<file path="src/rtl/minterm_sweep_pkg.sv">
// Shared definitions for the minterm sweep controller: sweep FSM states,
// input/vector counts, and a lowest-set-bit helper used by the optional
// mismatch checker (enabled by defining MISMATCH_CHECK_EN).
package minterm_sweep_pkg;

    localparam int N_IN  = 5;
    localparam int N_VEC = 32;
    localparam int ONES_W = 6;
    localparam int HOLD_W = 4;

    typedef enum logic [1:0] {
        IDLE = 2'd0,
        RUN  = 2'd1,
        DONE = 2'd2
    } sweep_state_t;

    // Index of the lowest set bit of v, or 0 when v is all zeros.
    function automatic logic [N_IN-1:0] lowest_set(input logic [N_VEC-1:0] v);
        logic [N_IN-1:0] idx;
        idx = '0;
        for (int i = N_VEC - 1; i >= 0; i--) begin
            if (v[i]) begin
                idx = N_IN'(i);
            end
        end
        return idx;
    endfunction

endpackage

</file>
<file path="src/rtl/minterm_sweep_ctrl_sop_eval.sv">
// Five-input combinational function under test: F = (A|B)&(C|D)&E.
module sop_eval (
    input  logic a,
    input  logic b,
    input  logic c,
    input  logic d,
    input  logic e,
    output logic f
);

    assign f = (a | b) & (c | d) & e;

endmodule

</file>
<file path="src/rtl/minterm_sweep_ctrl.sv">
// Minterm sweep controller: on start, walks vec through all 32 input
// vectors, holds each for 1+HOLD_CYCLES cycles, and captures the evaluator
// output into a truth table plus a minterm count. done pulses for one cycle
// at the end of the sweep; results hold in IDLE until the next start.
// Optional feature macro: MISMATCH_CHECK_EN adds the expected input and the
// mismatch/first_bad outputs, registered in the DONE cycle.
module minterm_sweep_ctrl
    import minterm_sweep_pkg::*;
#(
    parameter int HOLD_CYCLES = 0
) (
    input  logic              clk,
    input  logic              rst,
    input  logic              start,
    output logic              busy,
    output logic              done,
    output logic [N_IN-1:0]   vec,
    output logic [N_VEC-1:0]  tt,
    output logic [ONES_W-1:0] ones
`ifdef MISMATCH_CHECK_EN
    ,
    input  logic [N_VEC-1:0]  expected,
    output logic              mismatch,
    output logic [N_IN-1:0]   first_bad
`endif
);

    localparam logic [HOLD_W-1:0] HOLD_LAST = HOLD_W'(HOLD_CYCLES);
    localparam logic [N_IN-1:0]   VEC_LAST  = N_IN'(N_VEC - 1);
    localparam logic [N_IN-1:0]   VEC_ONE   = N_IN'(1);

    sweep_state_t      state_reg, state_next;
    logic [N_IN-1:0]   vec_reg, vec_next;
    logic [HOLD_W-1:0] hold_cnt_reg, hold_cnt_next;
    logic [N_VEC-1:0]  tt_reg, tt_next;
    logic [ONES_W-1:0] ones_reg, ones_next;
    logic [N_VEC-1:0]  hit;
    logic              sample;
    logic              clear_results;
    logic              f_val;

    sop_eval u_eval (
        .a (vec_reg[4]),
        .b (vec_reg[3]),
        .c (vec_reg[2]),
        .d (vec_reg[1]),
        .e (vec_reg[0]),
        .f (f_val)
    );

    // The last hold cycle of the current vector is the one that captures F.
    assign sample = (state_reg == RUN) && (hold_cnt_reg == HOLD_LAST);

    // Next-state, vector stepping and hold counting for the sweep FSM.
    always_comb begin
        state_next    = state_reg;
        vec_next      = vec_reg;
        hold_cnt_next = hold_cnt_reg;
        clear_results = 1'b0;
        case (state_reg)
            IDLE: begin
                if (start) begin
                    state_next    = RUN;
                    vec_next      = '0;
                    hold_cnt_next = '0;
                    clear_results = 1'b1;
                end
            end
            RUN: begin
                if (sample) begin
                    hold_cnt_next = '0;
                    // vec parks at the last vector rather than wrapping.
                    if (vec_reg == VEC_LAST) begin
                        state_next = DONE;
                    end else begin
                        vec_next = vec_reg + VEC_ONE;
                    end
                end else begin
                    hold_cnt_next = hold_cnt_reg + HOLD_W'(1);
                end
            end
            DONE: begin
                state_next = IDLE;
            end
            default: begin
                state_next = IDLE;
            end
        endcase
    end

    // Per-bit truth-table update: clear on start, write F at the sampled index.
    for (genvar gi = 0; gi < N_VEC; gi++) begin : g_tt
        assign hit[gi]     = sample && (vec_reg == N_IN'(gi));
        assign tt_next[gi] = clear_results ? 1'b0 :
                             (hit[gi] ? f_val : tt_reg[gi]);
    end

    // Minterm count: cleared on start, bumped on each sampled F=1.
    always_comb begin
        ones_next = ones_reg;
        if (clear_results) begin
            ones_next = '0;
        end else if (sample && f_val) begin
            ones_next = ones_reg + ONES_W'(1);
        end
    end

    // Sweep state registers with synchronous reset taking priority over start.
    always_ff @(posedge clk) begin
        if (rst) begin
            state_reg    <= IDLE;
            vec_reg      <= '0;
            hold_cnt_reg <= '0;
            tt_reg       <= '0;
            ones_reg     <= '0;
        end else begin
            state_reg    <= state_next;
            vec_reg      <= vec_next;
            hold_cnt_reg <= hold_cnt_next;
            tt_reg       <= tt_next;
            ones_reg     <= ones_next;
        end
    end

    assign busy = (state_reg == RUN);
    assign done = (state_reg == DONE);
    assign vec  = vec_reg;
    assign tt   = tt_reg;
    assign ones = ones_reg;

`ifdef MISMATCH_CHECK_EN
    logic              mismatch_reg, mismatch_next;
    logic [N_IN-1:0]   first_bad_reg, first_bad_next;
    logic [N_VEC-1:0]  diff;

    // In DONE, tt_reg already holds the final sample, so compare directly.
    assign diff = tt_reg ^ expected;

    // Capture the comparison in DONE; clear alongside the results on start.
    always_comb begin
        mismatch_next  = mismatch_reg;
        first_bad_next = first_bad_reg;
        if (clear_results) begin
            mismatch_next  = 1'b0;
            first_bad_next = '0;
        end else if (state_reg == DONE) begin
            mismatch_next  = |diff;
            first_bad_next = lowest_set(diff);
        end
    end

    // Mismatch result registers.
    always_ff @(posedge clk) begin
        if (rst) begin
            mismatch_reg  <= 1'b0;
            first_bad_reg <= '0;
        end else begin
            mismatch_reg  <= mismatch_next;
            first_bad_reg <= first_bad_next;
        end
    end

    assign mismatch  = mismatch_reg;
    assign first_bad = first_bad_reg;
`endif

endmodule

</file>
<file path="config.mk">
export PLATFORM = sky130hd
export DESIGN_NAME = minterm_sweep_ctrl
export DESIGN_NICKNAME = d
export VERILOG_FILES = /design/src/rtl/minterm_sweep_pkg.sv /design/src/rtl/minterm_sweep_ctrl_sop_eval.sv /design/src/rtl/minterm_sweep_ctrl.sv
export SDC_FILE = /design/constraint.sdc
export NUM_CORES = 1
export LEC_CHECK = 0
export BUFFER_PORTS_ARGS = -buffer_cell sky130_fd_sc_hd__buf_2
export CAP_MARGIN = 5
export CORE_AREA = 2 2 66 68
export DETAILED_ROUTE_END_ITERATION = 6
export DIE_AREA = 0 0 68 70
export GPL_TIMING_DRIVEN = 1
export PLACE_DENSITY_LB_ADDON = 0.3
export SLEW_MARGIN = 20
export SYNTH_ARGS = -nofsm -noshare
export SYNTH_HDL_FRONTEND = slang
export SYNTH_SLANG_ARGS = --single-unit
</file>
<file path="constraint.sdc">
create_clock -name clk -period 3.2 [get_ports clk]
set_input_delay 0.48 -clock clk [delete_from_list [all_inputs] [get_ports clk]]
set_output_delay 0.48 -clock clk [all_outputs]
set_load 0.03 [all_outputs]
</file>
==> flow_metrics.env, run 1 <==
export IMPL_viasPerCell=5.61
export IMPL_ir_worst_vdd_v=0.000278
export IMPL_port_buffers=47
export IMPL_finalCritPeriodShare_pct=70.1
export IMPL_grt_max_degree=33
export IMPL_synth_ff_type="dfxtp_1"
export IMPL_grt_pass1_vias=1762
export IMPL_min_path_type="reg2reg"
export IMPL_cts_buffers=5
export IMPL_synth_nets=269
export IMPL_hold_viol=0
export IMPL_clkTransAtPathRegs_ps=90
export IMPL_cp_slowest_cell="dfxtp_1"
export IMPL_reg2regPathDepth=7
export IMPL_worst_path_stages=7
export IMPL_synth_cell_types=45
export IMPL_setup_ws_ps=958
export IMPL_die_w_um=68
export IMPL_async_flop_share_pct=0
export IMPL_min_period_ps=2240
export IMPL_cts_sinks=49
export IMPL_antenna_found_initial=0
export IMPL_setup_viol=0
export IMPL_drv_cap=0
export IMPL_synth_edff_count=0
export IMPL_yosysTopAreaCell="dfxtp_1"
export IMPL_fillers=381
export IMPL_grt_overflow=0
export IMPL_worst_path_most_repeated_cell="ha_1"
export IMPL_crit_path_end_kind="flop"
export IMPL_clock_fmax_mhz=446
export IMPL_postCtsSetupBuffers=0
export IMPL_root_buffer="clkbuf_8"
export IMPL_routedWlPerCell_um=13.7
export IMPL_pre_cts_ws_ps=966
export IMPL_drt_iter0_drc=155
export IMPL_power_uw=1050
export IMPL_critical_path_arrival_ps=2450
export IMPL_drv_slew=0
export IMPL_firstDrtPassIters=4
export IMPL_nets=302
export IMPL_cp_startpoint="vec[0]"
export IMPL_routabilityCongestion=0.823
export IMPL_die_area_um2=4760
export IMPL_critPathBufInv=0
export IMPL_crit_family="compound AO/OA/AOI/OAI gates"
export IMPL_syn_inst=257
export IMPL_die_h_um=70
export IMPL_antennaDiodeCount=0
export IMPL_ys_top_cells_by_area="dfxtp_1, nand3_1, o21ai_0"
export IMPL_synth_area_um2=2250
export IMPL_tritoncts="built"
export IMPL_postCtsHoldBufs=0
export IMPL_hp_start="tt[4]"
export IMPL_outcome="finished clean"
export IMPL_yosysWarnings=0
export IMPL_drc=0
export IMPL_start_util_pct=54.3
export IMPL_finalClockSkew_ps=6.21
export IMPL_core_um2=4140
export IMPL_clock_latency_ps=300
export IMPL_fp_row_count=24
export IMPL_start_kind="flop"
export IMPL_hold_path_depth=2
export IMPL_vias=1925
export IMPL_avgSynthCellArea_um2=8.75
export IMPL_powerDensity_nw_per_um2=417
export IMPL_grt_use_total_pct=20.8
export IMPL_htree_levels=2
export IMPL_slew_headroom_pct=39.8
export IMPL_grt_pass1_wl_um=7760
export IMPL_p_leak_uw=0.00107
export IMPL_cts_buffer_depth=2
export IMPL_required_ps=3410
export IMPL_crit_path_max_fanout=9
export IMPL_synth_top_area_share_pct=43.6
export IMPL_dp_hpwl_um=3300
export IMPL_ant_nets=0
export IMPL_routed_wl_um=4690
export IMPL_timing_hold_ws_ps=437
export IMPL_reg2reg_from="vec[0]"
export IMPL_worst_pin_slew_ps=901
export IMPL_areaGrowthSynthToFinish_pct=12.1
export IMPL_worstSetupPathType="reg2reg"
export IMPL_synth_seq_cells=49
export IMPL_rsz0062_at_grt="false"
export IMPL_synth_seq_area_share_pct=43.6
export IMPL_fin_tns_setup_ps=0
export IMPL_crit_chain="ha_1 -> and3_1 -> ha_1 -> nand2b_1 -> a221oi_4 -> o21ai_2 -> a32o_1"
export IMPL_drive_gt1_share_pct=22.7
export IMPL_post_cts_resized=0
export IMPL_max_stage_delay_ps=390
export IMPL_largest_reg_flops=32
export IMPL_ioPinCount=48
[worst register-to-register path: cells and delay by family (launching register included)]
| family | cells | cell delay, ps |
|---|---|---|
| fa+ha+maj | 2 | 560 |
| compound gates | 3 | 740 |
| simple gates | 2 | 450 |
| flops | 1 | 390 |
[worst paths after layout]
kind / to / slack (ps)
setup / recovery: vec[2] / 960
hold / removal: tt[4] / 440
setup reg to reg: vec[2] / 960
hold reg to reg: tt[4] / 440
[layout make-up]
cell class              count  area (µm²)  share of cell area [%]
clock buffers               7        76.3                    3.03
clock inverters             1        7.51                   0.298
inverters                   7        26.3                    1.04
multi-input cells         178        1110                    44.2
flip-flops and latches     49         981                    38.9
well taps                  52        65.1                    2.58
repair buffers             49         250                    9.93
[per-layer routing]
metal	GRT usage [%]	share of wire, %
met1	27.8	48
met5	0	0
met2	31.8	46
met4	9.56	1.5
met3	4.03	4.5
[cells by family (layout without fill, tap and decap cells)]
family	Yosys count	in the layout	share of synthesized area (%)
adder cells (fa/ha/maj)	9	9	5.01
flip-flops	49	49	43.6
buffers and inverters	30	64	6.96
AO/OA/AOI/OAI	50	50	14.0
XOR/XNOR	3	3	1.17
multiplexers	4	4	1.78
AND/OR/NAND/NOR	112	112	27.5
[report_power, final]
| part | switching (µW) | internal (µW) | total (µW) |
|---|---|---|---|
| clock network | 205 | 155 | 360 |
| registers | 6.10 | 612 | 618 |
| logic | 52.7 | 20.6 | 73.2 |
[cell usage after synthesis (all sizes together), types with 2 or more instances]
cell	n
a311oi	2
dfxtp	49
xor2	3
and3	3
nor4b	2
inv	7
nor2	18
a21oi	14
clkbuf	11
o21ai	24
nand2b	5
buf	12
ha	9
nor3	3
or4	2
nand3	48
nand4	6
nand2	15
a41oi	2
mux2i	4
nor3b	3
[cells in the final DEF (no fill, tap or decap), types with 3 or more instances in the layout]
cell type and count:
dfxtp_1 49, and3_1 3, inv_1 7, mux2i_1 4, nand4_1 6, a21oi_1 13
clkbuf_8 5, nor3_1 3, nand3_1 47, ha_1 9, nor2_1 18, o21ai_0 23
nand2_1 15, xor2_1 3, nand2b_1 4, buf_2 47
[stage by stage]
step | cell area (µm²) | utilization [%] | std cells
finish | 2520 | 60.8 | 343
global route | 2520 | 60.8 | 343
CTS | 2520 | 60.8 | 343
detailed placement | 2440 | 58.8 | 335
global placement | 2440 | 58.8 | 335
floorplan | 2250 | - | 257
Note: power is estimated with default switching activity, not from simulation.
==> run 2, diff against run 1 <==
ABC_AREA = 1   (was unset)
CORE_AREA = 2 2 70 72   (was 2 2 66 68)
DIE_AREA = 0 0 72 74   (was 0 0 68 70)
clock period = 2.1 ns   (was 3.2 ns; I/O delays follow)
==> flow_metrics.env, run 2 <==
export IMPL_outcome="finished clean"
export IMPL_htree_levels=2
export IMPL_synth_xor_area_share_pct=1.78
export IMPL_synthTopCellsByCount="nand2_1, nor2_1, dfxtp_1"
export IMPL_synth_nets=354
export IMPL_drt_iter0_drc=124
export IMPL_synth_mux_area_share_pct=0
export IMPL_die_w_um=72
export IMPL_fp_row_count=25
export IMPL_crit_path_max_fanout=9
export IMPL_postCtsSetupBuffers=0
export IMPL_crit_path_end_kind="flop"
export IMPL_yosysTopAreaCell="dfxtp_1"
export IMPL_antenna_found_initial=0
export IMPL_synth_seq_cells=49
export IMPL_grt_max_degree=27
export IMPL_required_ps=2310
export IMPL_yosysWarnings=0
export IMPL_clkTransAtPathRegs_ps=80
export IMPL_synth_simple_area_share_pct=34.6
export IMPL_powerDensity_nw_per_um2=626
export IMPL_finalClockSkew_ps=3.05
export IMPL_synth_top_family_by_area="simple AND/OR/NAND/NOR gates"
export IMPL_hold_viol=0
export IMPL_synth_top_area_share_pct=39.9
export IMPL_drive_gt1_share_pct=19.2
export IMPL_async_flop_share_pct=0
export IMPL_mostFrequentLayoutCells="nand2_1, nor2_1, dfxtp_1"
export IMPL_ir_worst_vdd_v=0.000385
export IMPL_viasPerCell=5.25
export IMPL_antennaDiodeCount=0
export IMPL_rsz0062_at_grt="false"
export IMPL_p_leak_uw=0.00118
export IMPL_routed_wl_um=5410
export IMPL_synth_area_um2=2460
export IMPL_grt_pass1_wl_um=9090
export IMPL_start_util_pct=53.4
export IMPL_ant_nets=0
export IMPL_routabilityCongestion=0.799
export IMPL_synth_compound_area_share_pct=10.5
export IMPL_postCtsHoldBufs=0
export IMPL_placed_cell_area_um2=2690
export IMPL_post_cts_resized=0
export IMPL_tritoncts="built"
export IMPL_start_kind="flop"
export IMPL_drc=0
export IMPL_areaGrowthSynthToFinish_pct=12.6
export IMPL_final_common_cell="nand2_1"
export IMPL_firstDrtPassIters=5
export IMPL_drv_slew=0
export IMPL_critical_path_arrival_ps=2070
export IMPL_clock_fmax_mhz=538
export IMPL_die_area_um2=5330
export IMPL_worst_pin_slew_ps=506
export IMPL_nets=396
export IMPL_setup_viol=0
export IMPL_die_h_um=74
export IMPL_grt_use_total_pct=21.3
export IMPL_drv_cap=0
export IMPL_synth_ff_type="dfxtp_1"
export IMPL_slew_headroom_pct=65.9
export IMPL_worstSetupPathType="reg2reg"
export IMPL_largest_reg_flops=32
export IMPL_cts_buffer_depth=2
export IMPL_synth_edff_count=0
export IMPL_vias=2306
export IMPL_synth_seq_area_share_pct=39.9
export IMPL_synthAdderAreaFrac_pct=4.58
export IMPL_min_path_type="in2reg"
export IMPL_yosysMostFrequentCell="nand2_1"
export IMPL_grt_overflow=0
export IMPL_grt_pass1_vias=2011
export IMPL_dp_hpwl_um=3940
export IMPL_cts_buffers=5
export IMPL_finalCritPeriodShare_pct=88.6
export IMPL_fin_tns_setup_ps=0
export IMPL_fin_area_um2=2770
export IMPL_ioPinCount=48
export IMPL_core_um2=4600
export IMPL_routedWlPerCell_um=12.3
export IMPL_min_period_ps=1860
export IMPL_port_buffers=47
export IMPL_cts_sinks=49
export IMPL_ys_top_cells_by_area="dfxtp_1, nand2_1, nor2_1"
export IMPL_clock_latency_ps=310
export IMPL_synth_cell_types=25
export IMPL_syn_inst=342
export IMPL_root_buffer="clkbuf_8"
export IMPL_avgSynthCellArea_um2=7.18
## run 2: cell types whose count changed after synthesis, moves of 10 or more
cell	delta
a21oi_1	+12
inv_1	+10
nand2_1	+48
nor2_1	+41
## run 2: cell families (layout without fill, tap and decap cells)
kind of cell               count (synthesis)  after routing
buffers and inverters                     41             84
AOI/OAI and AO/OA                         49             49
xor gates and xnor gates                   5              5
adders and majority gates                  9              9
DFF                                       49             49
and+or+nand+nor                          189            189
## run 2: critical path, cell delays in order (launching register included)
cell and delay, ps:
dfxtp_1 510, ha_1 320, nand2_1 100, nor2_1 150, ha_1 220, o21ai_1 120
nand2_2 140, inv_2 60, nor2_1 80, nor2_1 50
## run 2: power breakdown
part	total, µW	leakage [µW]	switching (µW)	internal [µW]
clock network	541	0.0000395	304	237
logic	238	0.000750	176	62.4
registers	952	0.000396	13.5	939
total	1730	0.00118	493	1240
## run 2: final cells by class
cell class / instances / area [µm²]
sequential: 49 / 981
fill: 458 / 1830
clock buffer: 8 / 80.1
multi-input combinational: 252 / 1260
tap: 54 / 67.6
inverter: 21 / 78.8
timing repair buffer: 55 / 295
## run 2: path summary, 6_finish.rpt
path	startpoint	end	slack (ps)	cells after the start
max	vec[0]	vec[0]	240	9
min	rst	hold_cnt_reg[3]	250	2
max reg2reg	vec[0]	vec[0]	240	9
min reg2reg	tt[7]	tt[7]	440	2
## run 2: routing by layer
metal	vias up	share of wire [%]	GRT usage [%]
met4	0	1.1	6.50
met5	-	0	0
met2	47	48	36.2
met3	5	4.6	4.20
li1	1201	-	-
met1	1053	46	27.6
## run 2: stage by stage
stage	hold WS, ps	std cells	util (%)	setup WS [ps]	power, µW
final	248	439	60.2	240	1730
after global routing	254	439	60.2	32.7	1810
after CTS	249	439	60.2	232	1740
after detailed placement	425	431	58.4	253	1210
after global placement	422	431	58.4	367	1210
after floorplan	384	342	-	479	1170
==> run 3, diff against run 2 <==
RECOVER_POWER = 25   (was unset)
==> flow_metrics.env, run 3 (synthesis gave the netlist of run 2 again) <==
export IMPL_outcome="finished clean"
export IMPL_tritoncts="built"
export IMPL_crit_chain="ha_1 -> nand2_1 -> nor2_1 -> ha_1 -> o21ai_1 -> nand2_2 -> inv_2 -> nor2_1 -> nor2_1"
export IMPL_die_area_um2=5330
export IMPL_power_uw=1730
export IMPL_max_stage_delay_ps=510
export IMPL_setup_viol=0
export IMPL_port_buffers=47
export IMPL_mostFrequentLayoutCells="nand2_1, nor2_1, dfxtp_1"
export IMPL_die_w_um=72
export IMPL_min_period_ps=1860
export IMPL_drt_iter0_drc=122
export IMPL_cp_slowest_cell="dfxtp_1"
export IMPL_postCtsHoldBufs=0
export IMPL_clkTransAtPathRegs_ps=80
export IMPL_drc=0
export IMPL_crit_path_end_kind="flop"
export IMPL_postCtsSetupBuffers=0
export IMPL_ant_nets=0
export IMPL_grt_pass1_wl_um=9090
export IMPL_routabilityCongestion=0.799
export IMPL_final_common_cell="nand2_1"
export IMPL_nets=396
export IMPL_start_kind="flop"
export IMPL_htree_levels=2
export IMPL_ioPinCount=48
export IMPL_routedWlPerCell_um=12.3
export IMPL_antennaDiodeCount=0
export IMPL_grt_use_total_pct=21.3
export IMPL_finalCritPeriodShare_pct=88.6
export IMPL_clock_fmax_mhz=537
export IMPL_critPathBufInv=1
export IMPL_grt_pass1_vias=2011
export IMPL_drive_gt1_share_pct=13.5
export IMPL_powerDensity_nw_per_um2=631
export IMPL_multi_input_area_um2=1260
export IMPL_antenna_found_initial=0
export IMPL_areaGrowthSynthToFinish_pct=11.5
export IMPL_post_cts_resized=0
export IMPL_fin_area_um2=2740
export IMPL_root_buffer="clkbuf_8"
export IMPL_fin_tns_setup_ps=0
export IMPL_worst_pin_slew_ps=506
export IMPL_min_path_type="in2reg"
export IMPL_rsz0062_at_grt="false"
export IMPL_start_util_pct=53.4
export IMPL_hold_viol=0
export IMPL_largest_reg_flops=32
export IMPL_die_h_um=74
export IMPL_seq_area_um2=981
export IMPL_pre_cts_ws_ps=253
export IMPL_cts_buffer_depth=2
export IMPL_vias=2321
export IMPL_placed_cell_area_um2=2690
export IMPL_ir_worst_vdd_v=0.000385
export IMPL_routed_wl_um=5420
export IMPL_timing_hold_ws_ps=254
export IMPL_clock_latency_ps=300
export IMPL_dp_hpwl_um=3940
export IMPL_cts_buffers=5
export IMPL_required_ps=2300
export IMPL_core_um2=4600
export IMPL_viasPerCell=5.29
export IMPL_slew_headroom_pct=65.9
export IMPL_grt_overflow=0
export IMPL_finalClockSkew_ps=3.13
export IMPL_drv_cap=0
export IMPL_worstSetupPathType="reg2reg"
export IMPL_worst_path_most_repeated_cell="nor2_1"
export IMPL_critical_path_arrival_ps=2060
export IMPL_fp_row_count=25
export IMPL_r2r_slack_ps=240
export IMPL_crit_family="adder cells"
export IMPL_cts_sinks=49
export IMPL_firstDrtPassIters=5
export IMPL_crit_path_max_fanout=9
export IMPL_grt_max_degree=27
export IMPL_fillers=464
export IMPL_p_leak_uw=0.00109
export IMPL_drv_slew=0
export IMPL_setup_ws_ps=239
## run 3: per-stage QoR
stage / utilization [%] / cells
final: 59.6 / 439
after CTS: 60.2 / 439
after detailed placement: 58.4 / 431
after global routing: 59.6 / 439
after floorplan: - / 342
after global placement: 58.4 / 431
## run 3: routing by layer
| layer | wire length [µm] | track usage, % | vias to the layer above |
|---|---|---|---|
| met2 | 2620 | 36.2 | 50 |
| met1 | 2520 | 27.6 | 1068 |
| met4 | 46 | 6.50 | 0 |
| li1 | - | - | 1199 |
| met3 | 224 | 4.20 | 4 |
| met5 | 0 | 0 | - |
## run 3: cell type report
class                   count  share of cell area (%)
repair buffers             55                    9.78
multi-input cells         252                    46.1
inverters                  21                    2.88
well taps                  54                    2.47
clock buffers               8                    2.92
flip-flops and latches     49                    35.8
## run 3: worst paths after layout
| path | start | to | cells after the start |
|---|---|---|---|
| max | vec[0] | vec[0] | 9 |
| min | rst | hold_cnt_reg[3] | 2 |
| max reg2reg | vec[0] | vec[0] | 9 |
| min reg2reg | tt[6] | tt[6] | 2 |
## run 3: worst reg2reg max path, delay by kind of cell (launching register included)
family,cells,cell delay [ps]
AO/OA/AOI/OAI,1,120
adder cells (fa/ha/maj),2,540
buffers and inverters,1,60
flip-flops,1,510
AND/OR/NAND/NOR,5,520
## run 3: where the power goes
part / switching, µW / internal (µW)
Clock: 299 / 237
Combinational: 176 / 62.3
Sequential: 13.6 / 939
